[config.mk]
export PLATFORM = sky130hd
export DESIGN_NAME = ssram_port_arbiter
export DESIGN_NICKNAME = d
export VERILOG_FILES = /design/src/rtl/ssram_port_arbiter.sv
export SDC_FILE = /design/constraint.sdc
export NUM_CORES = 1
export LEC_CHECK = 0
export BUFFER_PORTS_ARGS = -buffer_cell sky130_fd_sc_hd__buf_2
export CAP_MARGIN = 20
export CORE_MARGIN = 2
export CORE_UTILIZATION = 35
export DETAILED_ROUTE_END_ITERATION = 10
export PLACE_DENSITY = 0.77
export SETUP_SLACK_MARGIN = 0.05
export SLEW_MARGIN = 30
export SYNTH_ARGS = -nofsm -noshare
export SYNTH_HDL_FRONTEND = slang
export SYNTH_SLANG_ARGS = --single-unit
[constraint.sdc]
create_clock -name clock -period 1.2 [get_ports clock]
set_input_delay 0.12 -clock clock [delete_from_list [all_inputs] [get_ports clock]]
set_output_delay 0.12 -clock clock [all_outputs]
set_load 0.02 [all_outputs]
[src/rtl/ssram_port_arbiter.sv]
// ssram_port_arbiter: shares one SSRAM port between req0 (CPU) and req1 (DMA) with locked bursts
// Ports: clock/reset (sync, active-high); per requester X: reqX, lockX, weX, addressX, dataInX in,
// ackX (combinational), rvalidX/dataOutX out; SSRAM side: memWriteEnable, memAddress, memDataIn out,
// memDataOut in (1-cycle synchronous read).
// Build option: SSRAM_ARB_ROUND_ROBIN_EN selects alternating service on IDLE ties; default is req0 priority.
module ssram_port_arbiter #(
   parameter int bitwidth    = 32,
   parameter int nrOfEntries = 512,
   localparam int AW         = $clog2(nrOfEntries)
) (
   input  logic                clock,
   input  logic                reset,
   input  logic                req0,
   input  logic                lock0,
   input  logic                we0,
   input  logic [AW-1:0]       address0,
   input  logic [bitwidth-1:0] dataIn0,
   output logic                ack0,
   output logic                rvalid0,
   output logic [bitwidth-1:0] dataOut0,
   input  logic                req1,
   input  logic                lock1,
   input  logic                we1,
   input  logic [AW-1:0]       address1,
   input  logic [bitwidth-1:0] dataIn1,
   output logic                ack1,
   output logic                rvalid1,
   output logic [bitwidth-1:0] dataOut1,
   output logic                memWriteEnable,
   output logic [AW-1:0]       memAddress,
   output logic [bitwidth-1:0] memDataIn,
   input  logic [bitwidth-1:0] memDataOut
);
   typedef enum logic [1:0] {IDLE, LOCK0, LOCK1} state_t;
   state_t state, state_nxt;
   logic last_grant, prio0, g0, g1;
   logic [AW-1:0] addr_q;
   logic [bitwidth-1:0] data_q;
`ifdef SSRAM_ARB_ROUND_ROBIN_EN
   assign prio0 = last_grant;
`else
   assign prio0 = 1'b1 | last_grant;
`endif
   always_comb begin
      g0 = state == LOCK0 ? req0 : (state == IDLE && req0 && (!req1 || prio0));
      g1 = state == LOCK1 ? req1 : (state == IDLE && req1 && !g0);
      state_nxt = g0 ? (lock0 ? LOCK0 : IDLE) : g1 ? (lock1 ? LOCK1 : IDLE) : state;
   end
   assign ack0           = g0;
   assign ack1           = g1;
   assign memWriteEnable = g0 ? we0 : g1 && we1;
   assign memAddress     = g0 ? address0 : g1 ? address1 : addr_q;
   assign memDataIn      = g0 ? dataIn0 : g1 ? dataIn1 : data_q;
   assign dataOut0       = memDataOut;
   assign dataOut1       = memDataOut;
   always_ff @(posedge clock) begin
      if (reset) begin
         state      <= IDLE;
         last_grant <= 1'b1;
         rvalid0    <= 1'b0;
         rvalid1    <= 1'b0;
         addr_q     <= '0;
         data_q     <= '0;
      end else begin
         state   <= state_nxt;
         rvalid0 <= g0 && !we0;
         rvalid1 <= g1 && !we1;
         if (g0 || g1) begin
            last_grant <= g1;
            addr_q     <= memAddress;
            data_q     <= memDataIn;
         end
      end
   end
endmodule

=== Word level (Yosys, flattened, before mapping) ===
Index checks and enable logic that the tools add are counted.

* Output and inout bits: 110
* Word-level logic and storage cells: 30
* Flip-flop bits (word level): 45

* Multiplexer cells: 11
* Eq/ne operators: 2
* Reductions and logical operators: 12

{| class="wikitable"
|+ Operator list
! operator !! number
|-
| $mux 32 || 2
|-
| $mux 9 || 2
|-
| $logic_and 1x1->1 || 6
|-
| $mux 2 || 3
|-
| $mux 1 || 4
|-
| $logic_not 1->1 || 3
|-
| $eq 2x1->1 const B || 1
|-
| $eq 2x2->1 const B || 1
|-
| $logic_not 2->1 || 1
|-
| $reduce_bool 2->1 || 1
|-
| $logic_or 1x1->1 || 1
|}

=== Depth between registers and ports, before layout ===
* Depth after elaboration: 8
* Gate-level depth with buffers: 7

=== Worst setup path after synthesis ===
No wires, ideal clock.

* Path kind: register -> output
* From: reg state[0]
* To: out memWriteEnable
* Stages on the path, launching flop included: 6
* Slack: -0.316 ns
* Path buffers: 2
* Arrival: 1.396 ns
* Required time: 1.080 ns
* Cell sequence: dfxtp_1 > nand2b_1 > buf_2 > buf_2 > nor2_1 > a22o_1

* Word-level cells in the longest chain between the ends: 8
* Elaborated cells between the ends (all ways): 11

{| class="wikitable"
|+ RTL lines
! item !! RTL line !! RTL
|-
| start, declared || 35 || <nowiki>state_t state, state_nxt;</nowiki>
|-
| start signal, assigned || 65 || <nowiki>state <= state_nxt;</nowiki>
|-
| $logic_not 2->1 || 45, 46 ||
|-
| $logic_and 1x1->1 || 45 || <nowiki>g0 = state == LOCK0 ? req0 : (state == IDLE && req0 && (!req1 || prio0));</nowiki>
|-
| $mux 1 || 45 ||
|-
| $logic_not 1->1 || 46 || <nowiki>g1 = state == LOCK1 ? req1 : (state == IDLE && req1 && !g0);</nowiki>
|-
| $logic_and 1x1->1 || 46 ||
|-
| $mux 1 (*) || 46 ||
|-
| via ack1 || 26 || <nowiki>output logic ack1,</nowiki>
|-
| $logic_and 1x1->1 (*) || 51 || <nowiki>assign memWriteEnable = g0 ? we0 : g1 && we1;</nowiki>
|-
| $mux 1 (*) || 51 ||
|-
| end, declared || 29 || <nowiki>output logic memWriteEnable,</nowiki>
|}

Mark *: on every way through the listed nets, which the timed path passes. The rest lies on a longest branch.

=== Worst setup path after layout ===
* From: reg state[0]
* To: out memWriteEnable

* Word-level cells in the longest chain between the ends: 8
* Elaborated cells between the ends (all ways): 11

{| class="wikitable"
|+ RTL lines
! item !! RTL line
|-
| $logic_not 2->1 || 45, 46
|-
| $logic_and 1x1->1 || 45
|-
| $mux 1 || 45
|-
| $logic_not 1->1 || 46
|-
| $logic_and 1x1->1 || 46
|-
| $mux 1 || 46
|-
| $logic_and 1x1->1 || 51
|-
| $mux 1 (*) || 51
|}

Mark *: on every way between the ends. The rest lies on a longest branch, timed or not.

==> impl_metrics.py <==
metrics = {
    "timing": {
        "setup_slack_ns": -0.496,
        "slew_headroom_pct": 82.2,
        "fin_crit_sh_pct": 141,
        "hold_viol": 0,
        "setup_viol": 82,
        "rsz0062_at_grt": "yes",
        "timing.fmax_mhz": 590,
        "tightest_slew_ns": 0.267,
        "fin_setup_tns_ns": -21.76,
        "layout_min_cycle_time_ns": 1.70,
        "slew_viol_final": 0,
        "finClkSkew_ns": 0.0106,
    },
    "drt": {
        "ant_nets": 0,
        "finalWirelength_microns": 9420,
        "drc": 0,
        "drtIter0Drc": 86,
        "vias": 2904,
        "wl_per_cell_microns": 16.3,
        "viasPerCell": 5.02,
        "dr.pass1.iters": 6,
    },
    "power": {
        "swShare_pct": 34.1,
        "clock_power_share_pct": 22.1,
        "power_switching_mw": 1.61,
        "seq_power_share_pct": 36.0,
        "powerDensity_mw_per_mm2": 999,
        "power_frac_comb_pct": 41.9,
        "ir_drop_mv": 0.563,
        "p_leak_nw": 2.09,
        "p_int_mw": 3.10,
        "power_mw": 4.71,
    },
    "critical_path": {
        "crit_path_end_kind": "primary output",
        "crit_family": "buffers and inverters",
        "cp_max_fo": 19,
        "arrival_ns": 1.58,
        "critPathBufInv": 3,
        "critPathMaxStageDelay_ns": 0.39,
        "cp_slowest_cell": "dfxtp_4",
        "r2r-end": "state[1]$_SDFFE_PP0P_",
        "reg2reg_depth": 5,
        "crit_type": "reg -> out",
        "start_kind": "register",
        "cp_num_cells": 6,
        "r2r_setup_slack_ns": -0.23,
        "path_cells": "nand2b_4, buf_12, buf_8, nor2_4, a22o_1, buf_2",
        "required_ns": 1.08,
        "reg2reg_from": "state[0]$_SDFFE_PP0P_",
    },
    "synthesis": {
        "syn-cell-area_sq_mm": 0.00276,
        "ys_ff_latch": 45,
        "avgSynthCellArea_sq_um": 7.77,
        "synth-seq-area-share_pct": 32.7,
        "netlist_instances": 355,
        "async_reset_ff_share_pct": 0,
        "synthFlopType": "dfxtp_1",
        "yosysWarningCount": 0,
        "yosysTopAreaCell": "dfxtp_1",
        "yosysMostFrequentCell": "nor2_1",
        "synth_fp_nets": 477,
        "ys_types": 16,
        "synth_edf_count": 0,
        "netlist_top_cells_count": "nor2_1 (83), buf_4 (65), dfxtp_1 (45)",
        "synthTopCellsByArea": "dfxtp_1 (33%), buf_4 (18%), and3b_1 (13%)",
        "yosysTopAreaCellShare_pct": 32.7,
    },
    "floorplanning": {
        "rows": 32,
        "fp.dieArea_sq_mm": 0.00861,
        "die_h_microns": 92.8,
        "die_w_microns": 92.8,
        "core_sq_mm": 0.00769,
        "initial_utilization_pct": 35.9,
        "ios": 232,
    },
    "cells_and_area": {
        "fin_nets": 597,
        "fillers": 667,
        "diodes": 0,
        "final_area_sq_mm": 0.00472,
        "area_growth_pct": 70.9,
        "drive_gt1_share_pct": 72.5,
    },
    "global_route": {
        "grt_antenna_before_repair": 0,
        "grt_usage_pct": 19.5,
        "grt_pass1_wl_microns": 13500,
        "overflow": 0,
        "grt_pass1_vias": 2925,
        "grt_max_degree": 46,
    },
    "placement": {
        "portBuffers": 135,
        "gp_congestion": 0.742,
        "dp_slack_ns": -0.217,
        "placed_area_sq_mm": 0.00376,
        "place_hpwl_microns": 5540,
    },
    "hold_path": {
        "hold_class": "in -> reg",
        "hold_path_startpoint": "lock0",
        "worst_hold_path.endpoint": "state[0]$_SDFFE_PP0P_",
        "whs_path_depth": 3,
    },
    "clocking": {
        "cts-root-buf": "clkbuf_8",
        "cts_made_buffers": 5,
        "clockBufferDepth": 2,
        "clkSinkCount": 45,
        "clk_latency_ns": 0.29,
        "cts_tree": "built",
        "clk_pin_slew_ns": 0.09,
        "htreeDepth": 2,
    },
    "status": {
        "status": "finished, violations left",
        "violations": "setup timing",
    },
    "flow_run": {
        "drv_cap": 0,
    },
}
power groups by stage:
| stage | clock network (mW) | logic [mW] | registers (mW) |
|---|---|---|---|
| floorplan | 0 | 1.23 | 1.70 |
| finish | 1.04 | 1.98 | 1.69 |
| CTS | 1.08 | 1.75 | 1.68 |
| detailed placement | 0 | 1.48 | 1.70 |
| global placement | 0 | 1.45 | 1.70 |
| global route | 1.13 | 2.10 | 1.71 |
layout by cell type, fill, tap and decap left out, types with 2 or more instances in the layout:
cell           netlist  layout
buf_12               0      13
buf_16               0       3
nor2_2               0      55
nand2_1              3       2
buf_4               65      42
a211oi_4             0      23
nand2b_4             0       2
buf_2                9     124
buf_6                1      16
nor2_1              83      13
and3b_1             41      41
nor3_2               0      16
nor2_4               0      15
a211oi_2             0      18
dlygate4sd3_1        0       2
nor3_1              42      26
dfxtp_1             45      43
clkbuf_8             0       7
clkbuf_16            0       4
registers in the layout, summed over array words and instances, names as in the netlist:
register / cells
addr_q: 9
rvalid0: 1
data_q: 32
rvalid1: 1
state: 2
metrics by stage:
stage | cells | util, % | hold WS (ns)
floorplan | 355 | - | 0.199
global placement | 552 | 48.9 | 0.240
detailed placement | 552 | 48.9 | 0.240
CTS | 572 | 56.4 | 0.0403
global route | 578 | 61.3 | 0.0632
finish | 578 | 61.3 | 0.0609
worst max path at each step:
| stage | slack [ns] | end | from |
|---|---|---|---|
| after detailed placement | -0.22 | memAddress[3] | state[0]$_SDFFE_PP0P_ |
| final | -0.50 | memWriteEnable | state[0]$_SDFFE_PP0P_ |
| after floorplan | -0.13 | memAddress[2] | state[1]$_SDFFE_PP0P_ |
| after global routing | -0.56 | memDataIn[13] | state[0]$_SDFFE_PP0P_ |
| after global placement | -0.17 | memDataIn[26] | state[0]$_SDFFE_PP0P_ |
| after CTS | -0.50 | memAddress[3] | state[1]$_SDFFE_PP0P_ |
logic make-up after synthesis:
group | after synthesis | synth area share (%)
AND/OR/NAND/NOR | 173 | 33.3
buffers and inverters | 93 | 22.2
flip-flops | 45 | 32.7
AO/OA/AOI/OAI | 44 | 11.8
metal layers:
metal / share of wire (%) / global-route usage [%] / wire, microns
met5: 0 / 0 / 0
met4: 2.2 / 6.74 / 203
met3: 4.9 / 4.07 / 461
met2: 54 / 36.7 / 5040
met1: 39 / 21.6 / 3710
tightest hold or removal path, stage by stage:
cell     delay [ns]
buf_2          0.10
nand2_1        0.06
a21oi_2        0.05
area by class of cell:
class / count / area, sq um / area share, %
multi-input combinational: 217 / 1980 / 41.9
timing repair buffer: 205 / 1590 / 33.8
sequential: 45 / 906 / 19.2
tap: 102 / 128 / 2.71
clock buffer: 7 / 96.3 / 2.04
inverter: 1 / 11.3 / 0.239
clock inverter: 1 / 5.00 / 0.106
timing repair:
action	4_1_cts	5_1_grt
pin swaps	11	19
hold endpoints to repair	2	0
buffers inserted	6	4
gates resized for setup	76	62
endpoints found under the setup margin	86	87
cloned	4	4
hold buffers	2	0
(Power assumes the default switching activity.)
